<file path="src/rtl/ltc5548_pio_irq_master_pkg.sv">
// ltc5548_pio_pkg: PIO register map and service FSM states shared by the IRQ master.
package ltc5548_pio_pkg;
  localparam logic [2:0] ADDR_DATA     = 3'd0;
  localparam logic [2:0] ADDR_IRQ_MASK = 3'd2;
  localparam logic [2:0] ADDR_EDGE_CAP = 3'd3;
  typedef enum logic [2:0] {
    S_INIT_MASK,
    S_INIT_CLR,
    S_IDLE,
    S_MASK_WR,
    S_RD_CAP,
    S_RD_DAT,
    S_CLR,
    S_EMIT
  } state_t;
endpackage

</file>
<file path="src/rtl/ltc5548_pio_irq_master_pio_bus_seq.sv">
// pio_bus_seq: issues one registered Avalon-MM read or write to the PIO and flags its last cycle.
module pio_bus_seq #(
  parameter int READ_LATENCY = 1
) (
  input  logic        clk,
  input  logic        reset_n,
  input  logic        start_i,
  input  logic        wr_i,
  input  logic [2:0]  addr_i,
  input  logic [31:0] wdata_i,
  output logic [2:0]  avm_address_o,
  output logic        avm_chipselect_o,
  output logic        avm_write_n_o,
  output logic [31:0] avm_writedata_o,
  input  logic [31:0] avm_readdata_i,
  output logic        done_o,
  output logic [31:0] rdata_o
);
  logic        cs_q, cs_d, wr_n_q, wr_n_d;
  logic [2:0]  addr_q, addr_d, cnt_q, cnt_d;
  logic [31:0] wdata_q, wdata_d;
  // A start issued on the done cycle chains the next access with no idle gap.
  assign done_o = cs_q && (!wr_n_q || cnt_q == 3'(READ_LATENCY));
  assign rdata_o = avm_readdata_i;
  assign avm_address_o = addr_q;
  assign avm_chipselect_o = cs_q;
  assign avm_write_n_o = wr_n_q;
  assign avm_writedata_o = wdata_q;
  always_comb begin
    cs_d = start_i || (cs_q && !done_o);
    wr_n_d = start_i ? !wr_i : (done_o || wr_n_q);
    addr_d = start_i ? addr_i : addr_q;
    wdata_d = start_i ? (wr_i ? wdata_i : '0) : (done_o ? '0 : wdata_q);
    cnt_d = (start_i || !cs_q) ? '0 : cnt_q + 3'd1;
  end
  always_ff @(posedge clk or negedge reset_n) begin
    if (!reset_n) begin
      cs_q <= 1'b0;
      wr_n_q <= 1'b1;
      addr_q <= '0;
      wdata_q <= '0;
      cnt_q <= '0;
    end else begin
      cs_q <= cs_d;
      wr_n_q <= wr_n_d;
      addr_q <= addr_d;
      wdata_q <= wdata_d;
      cnt_q <= cnt_d;
    end
  end
endmodule

</file>
<file path="src/rtl/ltc5548_pio_irq_master.sv">
// ltc5548_pio_irq_master: hardware interrupt service for the LTC5548 edge-capture PIO,
// turning each irq into a read/clear sequence and one event record on a valid/ready stream.
module ltc5548_pio_irq_master
  import ltc5548_pio_pkg::*;
#(
  parameter int              WIDTH        = 2,
  parameter logic [WIDTH-1:0] MASK_INIT   = {WIDTH{1'b1}},
  parameter int              READ_LATENCY = 1
) (
  input  logic             clk,
  input  logic             reset_n,
  output logic [2:0]       avm_address,
  output logic             avm_chipselect,
  output logic             avm_write_n,
  output logic [31:0]      avm_writedata,
  input  logic [31:0]      avm_readdata,
  input  logic             pio_irq,
  input  logic             cfg_mask_wr,
  input  logic [WIDTH-1:0] cfg_mask,
  output logic             evt_valid,
  input  logic             evt_ready,
  output logic [WIDTH-1:0] evt_edges,
  output logic [WIDTH-1:0] evt_level,
  output logic             init_done,
  output logic             busy
);
  localparam logic [WIDTH-1:0] ONES = '1;
  state_t            state_q, state_d;
  logic [WIDTH-1:0]  cap_q, cap_d, lvl_q, lvl_d, pend_mask_q, pend_mask_d;
  logic              evt_valid_q, evt_valid_d, init_done_q, init_done_d, pend_q, pend_d;
  logic              start, wr, done, clr_pend;
  logic [2:0]        addr;
  logic [31:0]       wdata, rdata;
  logic              unused_rdata;
  assign unused_rdata = ^rdata;
  assign evt_valid = evt_valid_q;
  assign evt_edges = cap_q;
  assign evt_level = lvl_q;
  assign init_done = init_done_q;
  assign busy = state_q != S_IDLE;
  pio_bus_seq #(.READ_LATENCY(READ_LATENCY)) u_bus (
    .clk              (clk),
    .reset_n          (reset_n),
    .start_i          (start),
    .wr_i             (wr),
    .addr_i           (addr),
    .wdata_i          (wdata),
    .avm_address_o    (avm_address),
    .avm_chipselect_o (avm_chipselect),
    .avm_write_n_o    (avm_write_n),
    .avm_writedata_o  (avm_writedata),
    .avm_readdata_i   (avm_readdata),
    .done_o           (done),
    .rdata_o          (rdata)
  );
  // Each state launches its successor's access on the done cycle so accesses chain back to back.
  always_comb begin
    state_d = state_q;
    start = 1'b0;
    wr = 1'b0;
    addr = ADDR_DATA;
    wdata = '0;
    clr_pend = 1'b0;
    cap_d = cap_q;
    lvl_d = lvl_q;
    evt_valid_d = evt_valid_q;
    init_done_d = init_done_q;
    case (state_q)
      S_INIT_MASK: begin
        start = !avm_chipselect || done;
        wr = 1'b1;
        addr = done ? ADDR_EDGE_CAP : ADDR_IRQ_MASK;
        wdata = done ? 32'(ONES) : 32'(MASK_INIT);
        state_d = done ? S_INIT_CLR : S_INIT_MASK;
      end
      S_INIT_CLR: begin
        state_d = done ? S_IDLE : S_INIT_CLR;
        init_done_d = init_done_q || done;
      end
      S_IDLE: begin
        start = pend_q || pio_irq;
        wr = pend_q;
        clr_pend = pend_q;
        addr = pend_q ? ADDR_IRQ_MASK : ADDR_EDGE_CAP;
        wdata = pend_q ? 32'(pend_mask_q) : '0;
        state_d = pend_q ? S_MASK_WR : (pio_irq ? S_RD_CAP : S_IDLE);
      end
      S_MASK_WR: state_d = done ? S_IDLE : S_MASK_WR;
      S_RD_CAP: begin
        cap_d = done ? rdata[WIDTH-1:0] : cap_q;
        start = done && rdata[WIDTH-1:0] != '0;
        addr = ADDR_DATA;
        state_d = !done ? S_RD_CAP : (rdata[WIDTH-1:0] == '0 ? S_IDLE : S_RD_DAT);
      end
      S_RD_DAT: begin
        lvl_d = done ? rdata[WIDTH-1:0] : lvl_q;
        start = done;
        wr = 1'b1;
        addr = ADDR_EDGE_CAP;
        wdata = 32'(cap_q);
        state_d = done ? S_CLR : S_RD_DAT;
      end
      S_CLR: begin
        evt_valid_d = done;
        state_d = done ? S_EMIT : S_CLR;
      end
      S_EMIT: begin
        evt_valid_d = !evt_ready;
        state_d = evt_ready ? S_IDLE : S_EMIT;
      end
      default: state_d = S_INIT_MASK;
    endcase
  end
  // A request arriving on the launch cycle of a mask write stays pending for the next pass.
  assign pend_d = cfg_mask_wr || (pend_q && !clr_pend);
  assign pend_mask_d = cfg_mask_wr ? cfg_mask : pend_mask_q;
  always_ff @(posedge clk or negedge reset_n) begin
    if (!reset_n) begin
      state_q <= S_INIT_MASK;
      cap_q <= '0;
      lvl_q <= '0;
      evt_valid_q <= 1'b0;
      init_done_q <= 1'b0;
      pend_q <= 1'b0;
      pend_mask_q <= '0;
    end else begin
      state_q <= state_d;
      cap_q <= cap_d;
      lvl_q <= lvl_d;
      evt_valid_q <= evt_valid_d;
      init_done_q <= init_done_d;
      pend_q <= pend_d;
      pend_mask_q <= pend_mask_d;
    end
  end
endmodule

</file>
<file path="config.mk">
export PLATFORM = sky130hd
export DESIGN_NAME = ltc5548_pio_irq_master
export DESIGN_NICKNAME = d
export VERILOG_FILES = /design/src/rtl/ltc5548_pio_irq_master_pkg.sv /design/src/rtl/ltc5548_pio_irq_master_pio_bus_seq.sv /design/src/rtl/ltc5548_pio_irq_master.sv
export SDC_FILE = /design/constraint.sdc
export NUM_CORES = 1
export LEC_CHECK = 0
export BUFFER_PORTS_ARGS = -buffer_cell sky130_fd_sc_hd__buf_2
export CAP_MARGIN = 10
export CORE_MARGIN = 3
export CORE_UTILIZATION = 42
export CTS_CLUSTER_DIAMETER = 50
export CTS_CLUSTER_SIZE = 16
export DETAILED_ROUTE_END_ITERATION = 10
export PLACE_DENSITY = 0.79
export SLEW_MARGIN = 10
export SYNTH_ARGS = -nofsm -noshare
export SYNTH_HDL_FRONTEND = slang
export SYNTH_SLANG_ARGS = --single-unit
</file>
<file path="constraint.sdc">
create_clock -name clk -period 2.3 [get_ports clk]
set_input_delay 0.115 -clock clk [delete_from_list [all_inputs] [get_ports clk]]
set_output_delay 0.115 -clock clk [all_outputs]
set_load 0.02 [all_outputs]
</file>
==> results of run 1 <==
## where the power goes
part	switching (µW)	internal (µW)
Combinational	368	255
Sequential	146	476
Clock	114	67.8
## timing repair
item | 4_1_cts | 5_1_grt
hold buffers | 1 | 0
endpoints found under the hold margin | 20 | 0
endpoints found under the setup margin | 0 | 0
## cell usage after synthesis, drive strengths merged
library cell  count
a211oi            1
a21o              2
a21oi             7
a221o             1
a2bb2oi           1
a31oi             1
a41o              1
and3              1
buf              35
conb              1
dfrtp            20
dfstp             1
ha                2
inv               4
mux2              8
mux2i             4
nand2            13
nand2b            2
nand3b            1
nor2              7
nor2b             1
nor3              1
nor3b             4
o2111ai           1
o211ai            1
o21a              1
o21ai             6
o21bai            1
o221ai            1
o22ai             2
o31ai             1
or2               2
xnor2             1
## metal layers
metal  wire length (µm)  part of all wire  up-vias  GRT usage
li1                   -                 -      450          -
met5                  0                 0        -          0
met1               1010              0.43      434      0.151
met3                185             0.079        5     0.0162
met2               1120              0.48       53      0.215
met4                 37             0.016        0     0.0496
## path summary, 6_finish.rpt
kind | cells past startpoint | from | slack [ps] | to
hold reg to reg | 1 | init_done | 480 | init_done
setup reg to reg | 5 | u_bus.cnt_q[0] | 560 | u_bus.cnt_q[0]
max in group asynchronous | 2 | reset_n | 1680 | u_bus.avm_write_n_o
hold / removal | 2 | cfg_mask_wr | 20 | pend_q
setup / recovery | 5 | u_bus.cnt_q[0] | 560 | u_bus.cnt_q[0]
min in group asynchronous | 2 | reset_n | 270 | evt_level[0]
## worst reg2reg max path: cells and delay by family, from the launching register on
| family | cells | cell delay (ps) |
|---|---|---|
| AOI/OAI and AO/OA | 2 | 620 |
| DFF | 1 | 430 |
| and+or+nand+nor | 2 | 400 |
| adders and majority gates | 1 | 210 |
## cells by family (layout without fill, tap and decap cells)
logic type | after synthesis | count (layout) | share of synthesized area
AOI/OAI and AO/OA | 28 | 28 | 0.150
xor gates and xnor gates | 1 | 1 | 0.00657
adders and majority gates | 2 | 2 | 0.0188
buffers and inverters | 39 | 30 | 0.201
DFF | 21 | 21 | 0.395
muxes | 12 | 12 | 0.100
other | 1 | 31 | 0.00281
and+or+nand+nor | 32 | 32 | 0.126
## cell usage in the layout (no fill, tap or decap), types with 2 or more instances in the layout
master    instances
mux2i_1           4
conb_1           31
dfrtp_1          20
ha_1              2
a21o_1            2
nor2_1            7
nand2b_1          2
inv_1             3
buf_2            21
nor3b_1           3
mux2_2            7
or2_2             2
clkbuf_4          3
o21ai_0           4
o22ai_1           2
a21oi_1           7
nand2_1          13
## stage by stage
step,area [µm²],util,hold WS [ps],std cells,total power (µW)
after floorplan,1450,-,-181,166,1140
after global placement,1350,0.466,78.5,194,1230
after detailed placement,1350,0.466,95.6,194,1250
after CTS,1390,0.478,23.4,199,1430
after global routing,1390,0.478,28.4,199,1530
final,1390,0.478,21.7,199,1430
## state kept, by name, summed over array words and instances (netlist names), 2 cells and up
| signal | count |
|---|---|
| pend_mask_q | 2 |
| u_bus.avm_address_o | 2 |
| u_bus.cnt_q | 3 |
| evt_edges | 2 |
| evt_level | 2 |
| state_q | 3 |
| u_bus.avm_writedata_o | 2 |
## final cells by class
cell class / count / share of cell area
clock buffer: 4 / 0.0189
inverter: 4 / 0.0108
multi-input combinational: 106 / 0.470
sequential: 21 / 0.380
tap: 42 / 0.0379
timing repair buffer: 22 / 0.0830
==> out/qor.csv, run 1 <==
stage,metric,value,unit
run_status,status,"finished, final reports clean",
placed_design,"worst slack, placed",576,ps
power_and_ir_drop,Static Leak,0.000655,µW
floorplan,Vert. Die Dim,62.4,µm
cts,clock sink count,21,
routing,Routed WL per cell,11.8,µm
critical_path,Crit Path Max Fanout,7,
cts,CTS tree,done,
placed_design,RePlAce Congestion,0.806,
routing,via count,942,
critical_path,critical path's top delay family,compound AO/OA/AOI/OAI gates,
global_routing,vias in the first global route,887,
yosys,Post-Syn Area per Cell,9.81,µm²
sta,f_max,575,MHz
floorplan,Die X,62.4,µm
routing,Routed Antenna Nets,0,
routing,Final Routed Wirelength,2350,µm
routing,vias per cell,4.73,
hold_path,min-delay worst type,in -> reg,
cts,Clock Path Buffers,2,
floorplan,cell row count,19,
critical_path,CP Capture Type,register,
sta,Tcrit/Tclk final,0.756,
sta,# setup viols final,0,
global_routing,Tot GR Track Use,0.122,
sta,Final Skew,7.33,ps
yosys,library cells used by synthesis,39,
cells_and_area,net count reported at finish,199,
yosys,Seq cells post-synth,21,
cells_and_area,Fillers,277,
sta,Final WS setup,561,ps
routing,drt pass-1 iters,4,
critical_path,cell breakdown of the critical path,ha_1 > nor2b_4 > o2111ai_1 > o221ai_2 > nor3b_1,
cells_and_area,ANT cells,0,
cells_and_area,layout cells sized above 1,0.261,
cts,Resized cells post-CTS,0,
yosys,sequential share of the synthesized area,0.395,
cts,CTS root buf,clkbuf_4,
global_routing,antenna violations before repair,0,
cells_and_area,Syn-to-layout area delta,4.03,%
power_and_ir_drop,P per Cell Area,1030,nW/µm²
yosys,count of warnings emitted by yosys,0,
yosys,largest area contributor in the synthesized netlist,dfrtp_1,
job,Max Cap Violations,0,
cells_and_area,Multi-input gate area,652,µm²
cts,Num CTS Buffers,3,
placed_design,post-DP HPWL,1820,µm
placed_design,Port Buffers,21,
floorplan,core footprint,2900,µm²
cells_and_area,Reg area,527,µm²
floorplan,Initial Util,0.460,
global_routing,first-pass GRT wire length,3860,µm
critical_path,class of the most critical setup path,reg -> reg,
global_routing,global route overflow,0,
routing,1st-iter DRT viols,23,
floorplan,Die ar.,3890,µm²
routing,DRC,0,
sta,RSZ-0062 raised after global routing,false,
critical_path,Critical Path Slowest Stage Cell,dfrtp_1,
critical_path,startpoint types,register,
sta,Final Hold Viols,0,
cts,worst skew pair latency,310,ps
cts,Clock transition at path regs,120,ps
floorplan,Ports,83,
critical_path,CP Data Arrival Time,1970,ps
yosys,"Cell Area, Synth",1330,µm²
critical_path,Worst Path Required,2530,ps
yosys,ranking of synthesized cells by area,"dfrtp_1 (38%), buf_4 (17%), mux2_2 (5.9%)",
yosys,Gate Count Post-Synth,136,
cts,"Setup Fix Bufs, Post-CTS",0,
cts,H-tree Lvls,1,
critical_path,Buf/Inv on CP,0,
critical_path,crit-path max cell delay,430,ps
global_routing,largest net degree at the start of global routing,22,
sta,fin. max-slew vios,0,
sta,fin crit period,1740,ps
sta,TNS Setup,0,ps
power_and_ir_drop,VDD IR max,0.000492,V
yosys,post-synth top area share,0.375,
(Power assumes the default switching activity.)
==> run 2: changes to the inputs <==
clock period = 1.7 ns   (was 2.3 ns; I/O delays follow)
==> run 2 against run 1 <==
  * Sequential power up 32%
  * Global-route usage down 0.70 points
  * Sequential share of layout area down 2.9 points
  * Clock skew down 1.0 ps
  * Routed wire length up 6.5%
  * Via count up 7.0%
  * Cell count up 5.0%
  * Power up 47%
  * Clock power up 30%
  * Critical path type unchanged
  * Highest routed layer unchanged
==> out/qor.csv, run 2 (synthesis results as in run 1) <==
stage,metric,value,unit
run_status,status,"finished, final reports clean",
floorplan,core footprint,2900,µm²
critical_path,CP Data Arrival Time,1890,ps
cells_and_area,fin util,0.519,
placed_design,Port Buffers,21,
critical_path,Worst Path Required,1900,ps
cells_and_area,Final Cell Area,1500,µm²
sta,RSZ-0062 raised after global routing,true,
cells_and_area,Syn-to-layout area delta,12.8,%
critical_path,class of the most critical setup path,reg -> reg,
cts,CTS tree,done,
routing,Routed Antenna Nets,0,
cts,Clock Path Buffers,2,
job,Max Cap Violations,0,
sta,# setup viols final,0,
power_and_ir_drop,P per Cell Area,1390,nW/µm²
cts,H-tree Lvls,1,
critical_path,crit-path max cell delay,400,ps
routing,drt pass-1 iters,4,
critical_path,CP Capture Type,register,
sta,Final Skew,6.31,ps
placed_design,dpl cell area,1410,µm²
critical_path,cell breakdown of the critical path,inv_2 > ha_4 > nor2b_4 > o21a_4 > mux2_4 > a221o_1,
global_routing,first-pass GRT wire length,3680,µm
cts,clock sink count,21,
global_routing,vias in the first global route,872,
critical_path,critical path's top delay family,compound AO/OA/AOI/OAI gates,
floorplan,Initial Util,0.460,
power_and_ir_drop,VDD IR max,0.000723,V
placed_design,post-DP HPWL,1900,µm
global_routing,global route overflow,0,
sta,WHS,5.00,ps
global_routing,antenna violations before repair,0,
floorplan,Ports,83,
cts,Clock transition at path regs,110,ps
floorplan,Vert. Die Dim,62.4,µm
cells_and_area,"most common cell after layout, fill and taps aside",conb_1,
routing,Routed WL per cell,11.9,µm
global_routing,Tot GR Track Use,0.115,
routing,DRC,0,
critical_path,startpoint types,register,
cells_and_area,most frequent cells in the layout,"conb_1 (31), buf_2 (21), dfrtp_1 (19), nand2_1 (13), buf_4 (9)",
sta,fin crit period,1690,ps
placed_design,RePlAce Congestion,0.847,
sta,TNS Setup,0,ps
cells_and_area,layout cells sized above 1,0.335,
floorplan,Die ar.,3890,µm²
routing,via count,1008,
sta,Final Hold Viols,0,
routing,Final Routed Wirelength,2500,µm
power_and_ir_drop,power consumption,2100,µW
critical_path,Buf/Inv on CP,1,
cells_and_area,ANT cells,0,
cells_and_area,biggest registers after layout,"state_q (3), u_bus.cnt_q (3)",
cts,Num CTS Buffers,3,
floorplan,cell row count,19,
routing,1st-iter DRT viols,24,
sta,Tcrit/Tclk final,0.995,
hold_path,min-delay worst type,in -> reg,
critical_path,Critical Path Slowest Stage Cell,dfrtp_1,
power_and_ir_drop,Static Leak,0.000707,µW
sta,fin. max-slew vios,0,
sta,f_max,591,MHz
routing,vias per cell,4.82,
global_routing,largest net degree at the start of global routing,22,
critical_path,Crit Path Max Fanout,6,
cts,CTS root buf,clkbuf_4,
floorplan,Die X,62.4,µm
cells_and_area,net count reported at finish,209,
cts,worst skew pair latency,300,ps
==> run 2: path summary, 6_finish.rpt <==
check | depth (start not counted) | startpoint | end | slack (ps)
max in group asynchronous | 2 | reset_n | u_bus.avm_write_n_o | 1110
hold reg to reg | 1 | init_done | init_done | 500
setup / recovery | 6 | u_bus.cnt_q[1] | state_q[0] | 9
hold / removal | 2 | cfg_mask[0] | pend_mask_q[0] | 5
setup reg to reg | 6 | u_bus.cnt_q[1] | state_q[0] | 9
min in group asynchronous | 2 | reset_n | pend_mask_q[0] | 250
==> run 2: final cells by class <==
class	count	area (µm²)
Fill cell	270	1400
Inverter	4	15.0
Sequential cell	21	528
Timing Repair Buffer	32	193
Multi-Input combinational cell	106	689
Tap cell	42	52.6
Clock buffer	4	26.3
==> run 2: stage by stage <==
stage | instances | worst slack (ps)
after floorplan | 166 | 52.6
after CTS | 207 | 5.67
after global routing | 209 | -21.7
after global placement | 202 | 52.9
after detailed placement | 202 | 31.2
final | 209 | 8.55
==> run 2: what timing repair did <==
action | CTS | global route
setup buffers | 0 | 1
gates resized for setup | 0 | 8
endpoints found under the setup margin | 0 | 11
hold buffers | 1 | 1
endpoints found under the hold margin | 20 | 1
==> run 2: per-layer routing <==
layer  wire, µm  part of all wire  global-route usage  vias up
li1           -                 -                   -      471
met1       1020              0.41               0.130      469
met2       1220              0.49               0.212       62
met3        224             0.090              0.0270        6
met4         34             0.014              0.0386        0
met5          0                 0                   0        -
==> run 2: where the power goes <==
part,internal (µW),switching [µW]
clock network,91.4,144
registers,648,170
logic,447,597
